--- src/rtl/trace_pkg.sv ---
// trace_pkg
//   Shared constants and the trace-entry record for the register-write tracer.
//   Optional build macro: TRACE_PC_EN. When it is defined, each entry also
//   carries the captured PC. When it is undefined, the PC field is absent
//   from the record.
//   No ports (package).
package trace_pkg;

  localparam int SEQ_W      = 16;
  localparam int REG_ADDR_W = 5;
  localparam int DATA_W     = 32;

  typedef struct packed {
    logic [SEQ_W-1:0]      seq;
    logic [REG_ADDR_W-1:0] addr;
    logic [DATA_W-1:0]     data;
`ifdef TRACE_PC_EN
    logic [DATA_W-1:0]     pc;
`endif
  } trace_entry_t;

endpackage

--- src/rtl/reg_write_tracer_if.sv ---
// reg_write_tracer_if
//   Bundles the CPU write-capture inputs and the trace consumer signals.
//   Parameters : DEPTH (trace entries), DROP_W (dropped-counter width)
//   Capture    : wr_en, wr_addr, wr_data, pc
//   Consumer   : pop, clear_ovf
//   Head/status: out_valid, out_addr, out_data, out_pc, out_seq,
//                count, overflow, dropped
//   Modports   : slave  (tracer side), master (CPU/consumer side)
interface reg_write_tracer_if #(
  parameter int DEPTH  = 8,
  parameter int DROP_W = 8
);
  import trace_pkg::*;

  logic                      wr_en;
  logic [REG_ADDR_W-1:0]     wr_addr;
  logic [DATA_W-1:0]         wr_data;
  logic [DATA_W-1:0]         pc;
  logic                      pop;
  logic                      clear_ovf;

  logic                      out_valid;
  logic [REG_ADDR_W-1:0]     out_addr;
  logic [DATA_W-1:0]         out_data;
  logic [DATA_W-1:0]         out_pc;
  logic [SEQ_W-1:0]          out_seq;
  logic [$clog2(DEPTH):0]    count;
  logic                      overflow;
  logic [DROP_W-1:0]         dropped;

  modport slave (
    input  wr_en, wr_addr, wr_data, pc, pop, clear_ovf,
    output out_valid, out_addr, out_data, out_pc, out_seq,
           count, overflow, dropped
  );

  modport master (
    output wr_en, wr_addr, wr_data, pc, pop, clear_ovf,
    input  out_valid, out_addr, out_data, out_pc, out_seq,
           count, overflow, dropped
  );

endinterface

--- src/rtl/trace_fifo_mem.sv ---
// trace_fifo_mem
//   DEPTH-entry storage array for trace entries: synchronous write port,
//   combinational read port. Contents are not reset.
//   Ports: clk   - clock
//          we    - write enable
//          waddr - write index
//          wdata - entry to store
//          raddr - read index
//          rdata - entry at raddr (combinational)
module trace_fifo_mem
  import trace_pkg::*;
#(
  parameter int DEPTH = 8
) (
  input  logic                     clk,
  input  logic                     we,
  input  logic [$clog2(DEPTH)-1:0] waddr,
  input  trace_entry_t             wdata,
  input  logic [$clog2(DEPTH)-1:0] raddr,
  output trace_entry_t             rdata
);

  trace_entry_t mem [DEPTH];

  always_ff @(posedge clk) begin
    if (we) begin
      mem[waddr] <= wdata;
    end
  end

  assign rdata = mem[raddr];

endmodule

--- src/rtl/reg_write_tracer.sv ---
// reg_write_tracer
//   Records CPU register-file writes (excluding $0) into a first-word-fall-
//   through trace FIFO. Each entry holds a 16-bit sequence number, register
//   number, write data and (optionally) the PC. When the FIFO is full and
//   no pop occurs, new events are dropped; a sticky overflow flag and a
//   saturating dropped counter record the loss.
//   Optional build macro: TRACE_PC_EN (store PC per entry and drive out_pc;
//   otherwise out_pc is tied to 0).
//   Ports: clk   - clock, rising edge
//          reset - asynchronous, active-high
//          bus   - reg_write_tracer_if.slave (capture, consumer, status)
module reg_write_tracer
  import trace_pkg::*;
#(
  parameter int DEPTH  = 8,
  parameter int DROP_W = 8
) (
  input  logic               clk,
  input  logic               reset,
  reg_write_tracer_if.slave  bus
);

  localparam int AW = $clog2(DEPTH);
  localparam logic [AW:0] FULL_CNT = (AW+1)'(DEPTH);

  logic [AW-1:0]     wptr;
  logic [AW-1:0]     rptr;
  logic [AW:0]       count;
  logic [SEQ_W-1:0]  seq;
  logic              overflow;
  logic [DROP_W-1:0] dropped;

  logic              push_req;
  logic              do_push;
  logic              do_pop;
  logic              drop;
  logic              empty;
  logic              full;

  trace_entry_t      wr_entry;
  trace_entry_t      head;

  function automatic logic [DROP_W-1:0] sat_inc(input logic [DROP_W-1:0] v);
    return (&v) ? v : v + 1'b1;
  endfunction

  assign empty    = (count == '0);
  assign full     = (count == FULL_CNT);
  assign push_req = bus.wr_en && (bus.wr_addr != '0);
  assign do_pop   = bus.pop && !empty;
  // A pop frees the slot on the same edge, so a push into a full FIFO
  // alongside a pop is stored rather than dropped.
  assign do_push  = push_req && (!full || do_pop);
  assign drop     = push_req && full && !do_pop;

  always_comb begin
    wr_entry      = '0;
    wr_entry.seq  = seq;
    wr_entry.addr = bus.wr_addr;
    wr_entry.data = bus.wr_data;
`ifdef TRACE_PC_EN
    wr_entry.pc   = bus.pc;
`endif
  end

`ifndef TRACE_PC_EN
  logic unused_pc;
  assign unused_pc = ^bus.pc;
`endif

  trace_fifo_mem #(
    .DEPTH (DEPTH)
  ) u_mem (
    .clk   (clk),
    .we    (do_push),
    .waddr (wptr),
    .wdata (wr_entry),
    .raddr (rptr),
    .rdata (head)
  );

  always_ff @(posedge clk or posedge reset) begin
    if (reset) begin
      wptr     <= '0;
      rptr     <= '0;
      count    <= '0;
      seq      <= '0;
      overflow <= 1'b0;
      dropped  <= '0;
    end else begin
      if (do_push) begin
        wptr <= wptr + 1'b1;
        seq  <= seq + 1'b1;
      end
      if (do_pop) begin
        rptr <= rptr + 1'b1;
      end
      case ({do_push, do_pop})
        2'b10:   count <= count + 1'b1;
        2'b01:   count <= count - 1'b1;
        default: count <= count;
      endcase
      // A drop in the same cycle as clear_ovf restarts the tally at one.
      if (drop) begin
        overflow <= 1'b1;
        dropped  <= bus.clear_ovf ? DROP_W'(1) : sat_inc(dropped);
      end else if (bus.clear_ovf) begin
        overflow <= 1'b0;
        dropped  <= '0;
      end
    end
  end

  assign bus.out_valid = !empty;
  assign bus.out_addr  = empty ? '0 : head.addr;
  assign bus.out_data  = empty ? '0 : head.data;
  assign bus.out_seq   = empty ? '0 : head.seq;
`ifdef TRACE_PC_EN
  assign bus.out_pc    = empty ? '0 : head.pc;
`else
  assign bus.out_pc    = '0;
`endif
  assign bus.count     = count;
  assign bus.overflow  = overflow;
  assign bus.dropped   = dropped;

endmodule

--- src/flat_wrapper.sv ---
// flat-port wrapper written by rule: the top's interface ports become plain ports
module reg_write_tracer_flat import trace_pkg::*;
#(
  parameter int DEPTH  = 8,
  parameter int DROP_W = 8
)
  (clk, reset, bus_wr_en, bus_wr_addr, bus_wr_data, bus_pc, bus_pop, bus_clear_ovf, bus_out_valid, bus_out_addr, bus_out_data, bus_out_pc, bus_out_seq, bus_count, bus_overflow, bus_dropped);
  reg_write_tracer_if #(.DEPTH(DEPTH), .DROP_W(DROP_W)) bus_i ();
  input  logic clk;
  input  logic reset;
  input wire logic [$bits(bus_i.wr_en)-1:0] bus_wr_en;
  input wire logic [$bits(bus_i.wr_addr)-1:0] bus_wr_addr;
  input wire logic [$bits(bus_i.wr_data)-1:0] bus_wr_data;
  input wire logic [$bits(bus_i.pc)-1:0] bus_pc;
  input wire logic [$bits(bus_i.pop)-1:0] bus_pop;
  input wire logic [$bits(bus_i.clear_ovf)-1:0] bus_clear_ovf;
  output wire logic [$bits(bus_i.out_valid)-1:0] bus_out_valid;
  output wire logic [$bits(bus_i.out_addr)-1:0] bus_out_addr;
  output wire logic [$bits(bus_i.out_data)-1:0] bus_out_data;
  output wire logic [$bits(bus_i.out_pc)-1:0] bus_out_pc;
  output wire logic [$bits(bus_i.out_seq)-1:0] bus_out_seq;
  output wire logic [$bits(bus_i.count)-1:0] bus_count;
  output wire logic [$bits(bus_i.overflow)-1:0] bus_overflow;
  output wire logic [$bits(bus_i.dropped)-1:0] bus_dropped;
  assign bus_i.wr_en = bus_wr_en;
  assign bus_i.wr_addr = bus_wr_addr;
  assign bus_i.wr_data = bus_wr_data;
  assign bus_i.pc = bus_pc;
  assign bus_i.pop = bus_pop;
  assign bus_i.clear_ovf = bus_clear_ovf;
  assign bus_out_valid = bus_i.out_valid;
  assign bus_out_addr = bus_i.out_addr;
  assign bus_out_data = bus_i.out_data;
  assign bus_out_pc = bus_i.out_pc;
  assign bus_out_seq = bus_i.out_seq;
  assign bus_count = bus_i.count;
  assign bus_overflow = bus_i.overflow;
  assign bus_dropped = bus_i.dropped;
  reg_write_tracer #(.DEPTH(DEPTH), .DROP_W(DROP_W)) u_core (.clk(clk), .reset(reset), .bus(bus_i));
endmodule
--- config.mk ---
export PLATFORM = sky130hd
export DESIGN_NAME = reg_write_tracer_flat
export DESIGN_NICKNAME = d
export VERILOG_FILES = /design/src/rtl/trace_pkg.sv /design/src/rtl/reg_write_tracer_if.sv /design/src/rtl/trace_fifo_mem.sv /design/src/rtl/reg_write_tracer.sv /design/src/flat_wrapper.sv
export SDC_FILE = /design/constraint.sdc
export NUM_CORES = 1
export LEC_CHECK = 0
export ABC_AREA = 1
export CAP_MARGIN = 20
export CORE_AREA = 2 2 235 168
export CTS_CLUSTER_SIZE = 8
export DETAILED_ROUTE_END_ITERATION = 10
export DIE_AREA = 0 0 237 170
export PLACE_DENSITY = 0.7
export RECOVER_POWER = 25
export SYNTH_ARGS = -nofsm -noshare
export SYNTH_HDL_FRONTEND = slang
export SYNTH_SLANG_ARGS = --single-unit
--- constraint.sdc ---
create_clock -name clk -period 8 [get_ports clk]
set_input_delay 1.2 -clock clk [delete_from_list [all_inputs] [get_ports clk]]
set_output_delay 1.2 -clock clk [all_outputs]
set_load 0.03 [all_outputs]
==> impl_results.md <==
* Total gr overflow at 0
* Core area at between 30000 and 40000 µm²
* Die Ht at 170 µm
* Flops & latches, synth at between 400 and 500
* Crit path buffers/inverters at 3
* Crit path kind: reg -> out
* CP peak stage delay at a little under 0.9 ns
* Max-Cap Viols at 1
* PostCTS Resize Cnt at 0
* Power Dens Cells at between 400 and 500 nW/µm²
* Die Footprint at ~40000 µm²
* Post-Syn Area per Cell at ~13 µm²
* Worst-path cell chain: buf_4, buf_4, o21ai_0, o22ai_1, nor2_1, nor2_1, clkdlybuf4s50_1
* Port bufs at 108
* Worst VDD drop at 0.251 mV
* Clock sinks at approximately 460
* CP max stage cell: buf_4
* Worst setup SP type: register
* Final wirelength at ~42 mm
* Status: complete, but fails checks
* Worst clock skew at about 0.024 ns
* GRT Total Usage at 0.209
* Drt pass-1 iters at 5
* Post-Synthesis Cell Area at 18800 µm²
* Final net count at 1690
* Layout cells sized above 1 at 0.0721
* LEAKAGE at between 7 and 8 nW
* Slew Viols, Final at 36
* Final period utilization at 0.677
* Final core utilization at 0.583
* Post-route minimum period at 5.42 ns
* Slew HR at -0.354
* Synth Warn # at 0
* Layout Area Growth over Synthesis at 17.6%
* Ranking of synthesized cells by area: edfxtp_1 (68%), nor2_1 (6.9%), o21ai_0 (5.2%)
* DRC at 0
* Cell row count at 60
* Mapped Cells at ~1500
* PnR Total Power at 9.06 mW
* Sequential share of the synthesized area at 0.724
* Net Switching at between 3 and 4 mW
* Number of hold buffers added after CTS at 0
* CP Capture Type: output port
* Antenna Nets Post-Route at 0
* Reg area at ~14000 µm²
* Starting Density at 0.496
* Boundary Pins at ~170
* Filler instances at slightly below 3000
* Share of total power in combinational logic at 0.365
* Worst EP required at about 6.8 ns
* Multi-input logic area at roughly 4600 µm²
* Post-synth cell types at 31
* TritonCTS Buffers at 67
* Clk Latency, worst-skew pair at just under 0.6 ns
* Die width at about 240 µm
* Max Buffers Root-to-Sink at 3
* Largest net degree at the start of global routing at 107
* Vias in the first global route at approximately 12000
* Max H-tree Level at 3
* Crit path arrival time at 4.22 ns
* Initial antenna violation count at 1
* Final setup viols at 0
* Fmax at approximately 180 MHz
* Failing checks: max-capacitance violations, max-slew violations
* HPWL after DPL at between 20 and 25 mm
* Hold Path Class: reg -> reg
* Initial DRC count at a little over 1000
* Post-CTS setup buffers at 0
* Reg clk slew, reported paths at 0.05 ns
* Worst slew pin tran at just over 2 ns
* Sum Neg Setup Slack at 0 ns
* Final Hold Viols at 0
* First-pass GRT wire length at approximately 65 mm
* Vias per inst at 5.51
* Clock share of power at 0.280
* CTS Root Cell: clkbuf_16
* Top cell type by total area after synthesis: edfxtp_1
* GP Congestion at approximately 0.81
* WL/cell at ~19 µm
* TritonCTS clock tree: done
* Top cell type's share of synthesized area at 0.677
* CP Max Fanout at 84
* Internal power at ~5.7 mW
* Unrepaired setup endpoints after global routing: no
* Net Sw Frac at 0.370
* Vias post-DR at 11800
* Reg power frac at 0.355
* Cell family with most CP delay: buffers and inverters
==> power by group through the flow <==
| stage | sequential [mW] | combinational [mW] | clock, mW |
|---|---|---|---|
| after CTS | 3.22 | 3.32 | 2.58 |
| after floorplan | 3.20 | 2.22 | 0 |
| after detailed placement | 3.26 | 3.30 | 0 |
| after global placement | 3.24 | 3.25 | 0 |
| final | 3.22 | 3.30 | 2.54 |
| after global routing | 3.25 | 3.60 | 2.69 |
==> per-layer routing <==
layer  part of all wire  GRT usage  vias to the layer above  wire [µm]
li1                   -          -                     5528          -
met1               0.45      0.290                     5754      18600
met2               0.46      0.333                      416      19200
met3              0.076     0.0501                       55       3170
met4              0.014     0.0575                        0        595
met5                  0          0                        -          0
==> logic make-up after synthesis <==
group                    count (synthesis)  share of synthesized area
other                                    1                   0.000199
buffers and inverters                  149                     0.0422
AO/OA/AOI/OAI                          332                     0.0919
flip-flops                             459                      0.724
adder cells (fa/ha/maj)                  7                    0.00506
AND/OR/NAND/NOR                        475                     0.0998
multiplexers                            53                     0.0282
XOR/XNOR                                19                    0.00885
==> path summary, 6_finish.rpt <==
path | slack, ns | start | to | cells after the start
max | 2.58 | u_core.rptr[0] | bus_out_data[14] | 7
min in group asynchronous | 1.80 | reset | u_core.bus.dropped[2] | 3
max in group asynchronous | 4.77 | reset | u_core.rptr[1] | 3
min reg2reg | 0.53 | u_core.bus.count[0] | u_core.bus.count[0] | 1
max reg2reg | 4.27 | u_core.bus.count[2] | u_core.u_mem.mem[1][12] | 7
min | 0.53 | u_core.bus.count[0] | u_core.bus.count[0] | 1
==> worst reg2reg max path, delay by kind of cell (launching register included) <==
kind / cells / cell delay [ns]
and+or+nand+nor: 5 / 1.83
buffers and inverters: 2 / 1.05
DFF: 1 / 0.46
==> synthesized netlist by cell type, drive strengths merged <==
cell    number
or2          1
nand4        8
xnor2        4
clkbuf      42
ha           6
inv         33
xor2        15
dfrtp       35
nand3b       3
nor3         9
nand3       19
edfxtp     424
o22ai       53
mux2i       53
conb         1
clkinv       1
o21ai      278
fa           1
nor2       348
a21oi        1
buf         73
nand2       87
==> through the flow <==
| stage | cells | hold WS (ns) | instance area, µm² | setup WS, ns |
|---|---|---|---|---|
| final | 2134 | 0.533 | 22100 | 2.58 |
| after global routing | 2133 | 0.577 | 22100 | 2.36 |
| after CTS | 2131 | 0.540 | 22100 | 2.56 |
| after detailed placement | 2034 | 0.530 | 20200 | 2.67 |
| after global placement | 2033 | 0.528 | 20200 | 2.75 |
| after floorplan | 1526 | 0.493 | 18900 | 3.40 |
==> flip-flops by register name, indices dropped and copies added, names as in the netlist <==
register	count
u_core.bus.count	4
u_core.bus.dropped	8
u_core.bus.overflow	1
u_core.rptr	3
u_core.seq	16
u_core.u_mem.mem	424
u_core.wptr	3
==> cell type report <==
type                    count  share of cell area
well taps                 496              0.0281
flip-flops and latches    459               0.616
inverters                  34             0.00588
clock buffers              92              0.0829
multi-input cells         918               0.207
repair buffers            129              0.0575
diodes                      1            0.000113
clock inverters             5             0.00272
==> cell usage in the layout (no fill, tap or decap), types with 4 or more instances in the layout <==
| master | instances |
|---|---|
| nand4_1 | 8 |
| o21ai_1 | 84 |
| edfxtp_1 | 424 |
| mux2i_1 | 53 |
| nor2_1 | 336 |
| xnor2_1 | 4 |
| clkdlybuf4s50_1 | 91 |
| dfrtp_1 | 32 |
| nor3_1 | 9 |
| nand2_2 | 4 |
| inv_1 | 31 |
| clkbuf_1 | 23 |
| o22ai_1 | 53 |
| clkbuf_16 | 70 |
| conb_1 | 32 |
| nand2_1 | 83 |
| nand3_1 | 19 |
| dlygate4sd3_1 | 17 |
| xor2_1 | 15 |
| ha_1 | 6 |
| nor2_4 | 9 |
| buf_4 | 17 |
| o21ai_0 | 194 |
(Power assumes the default switching activity.)
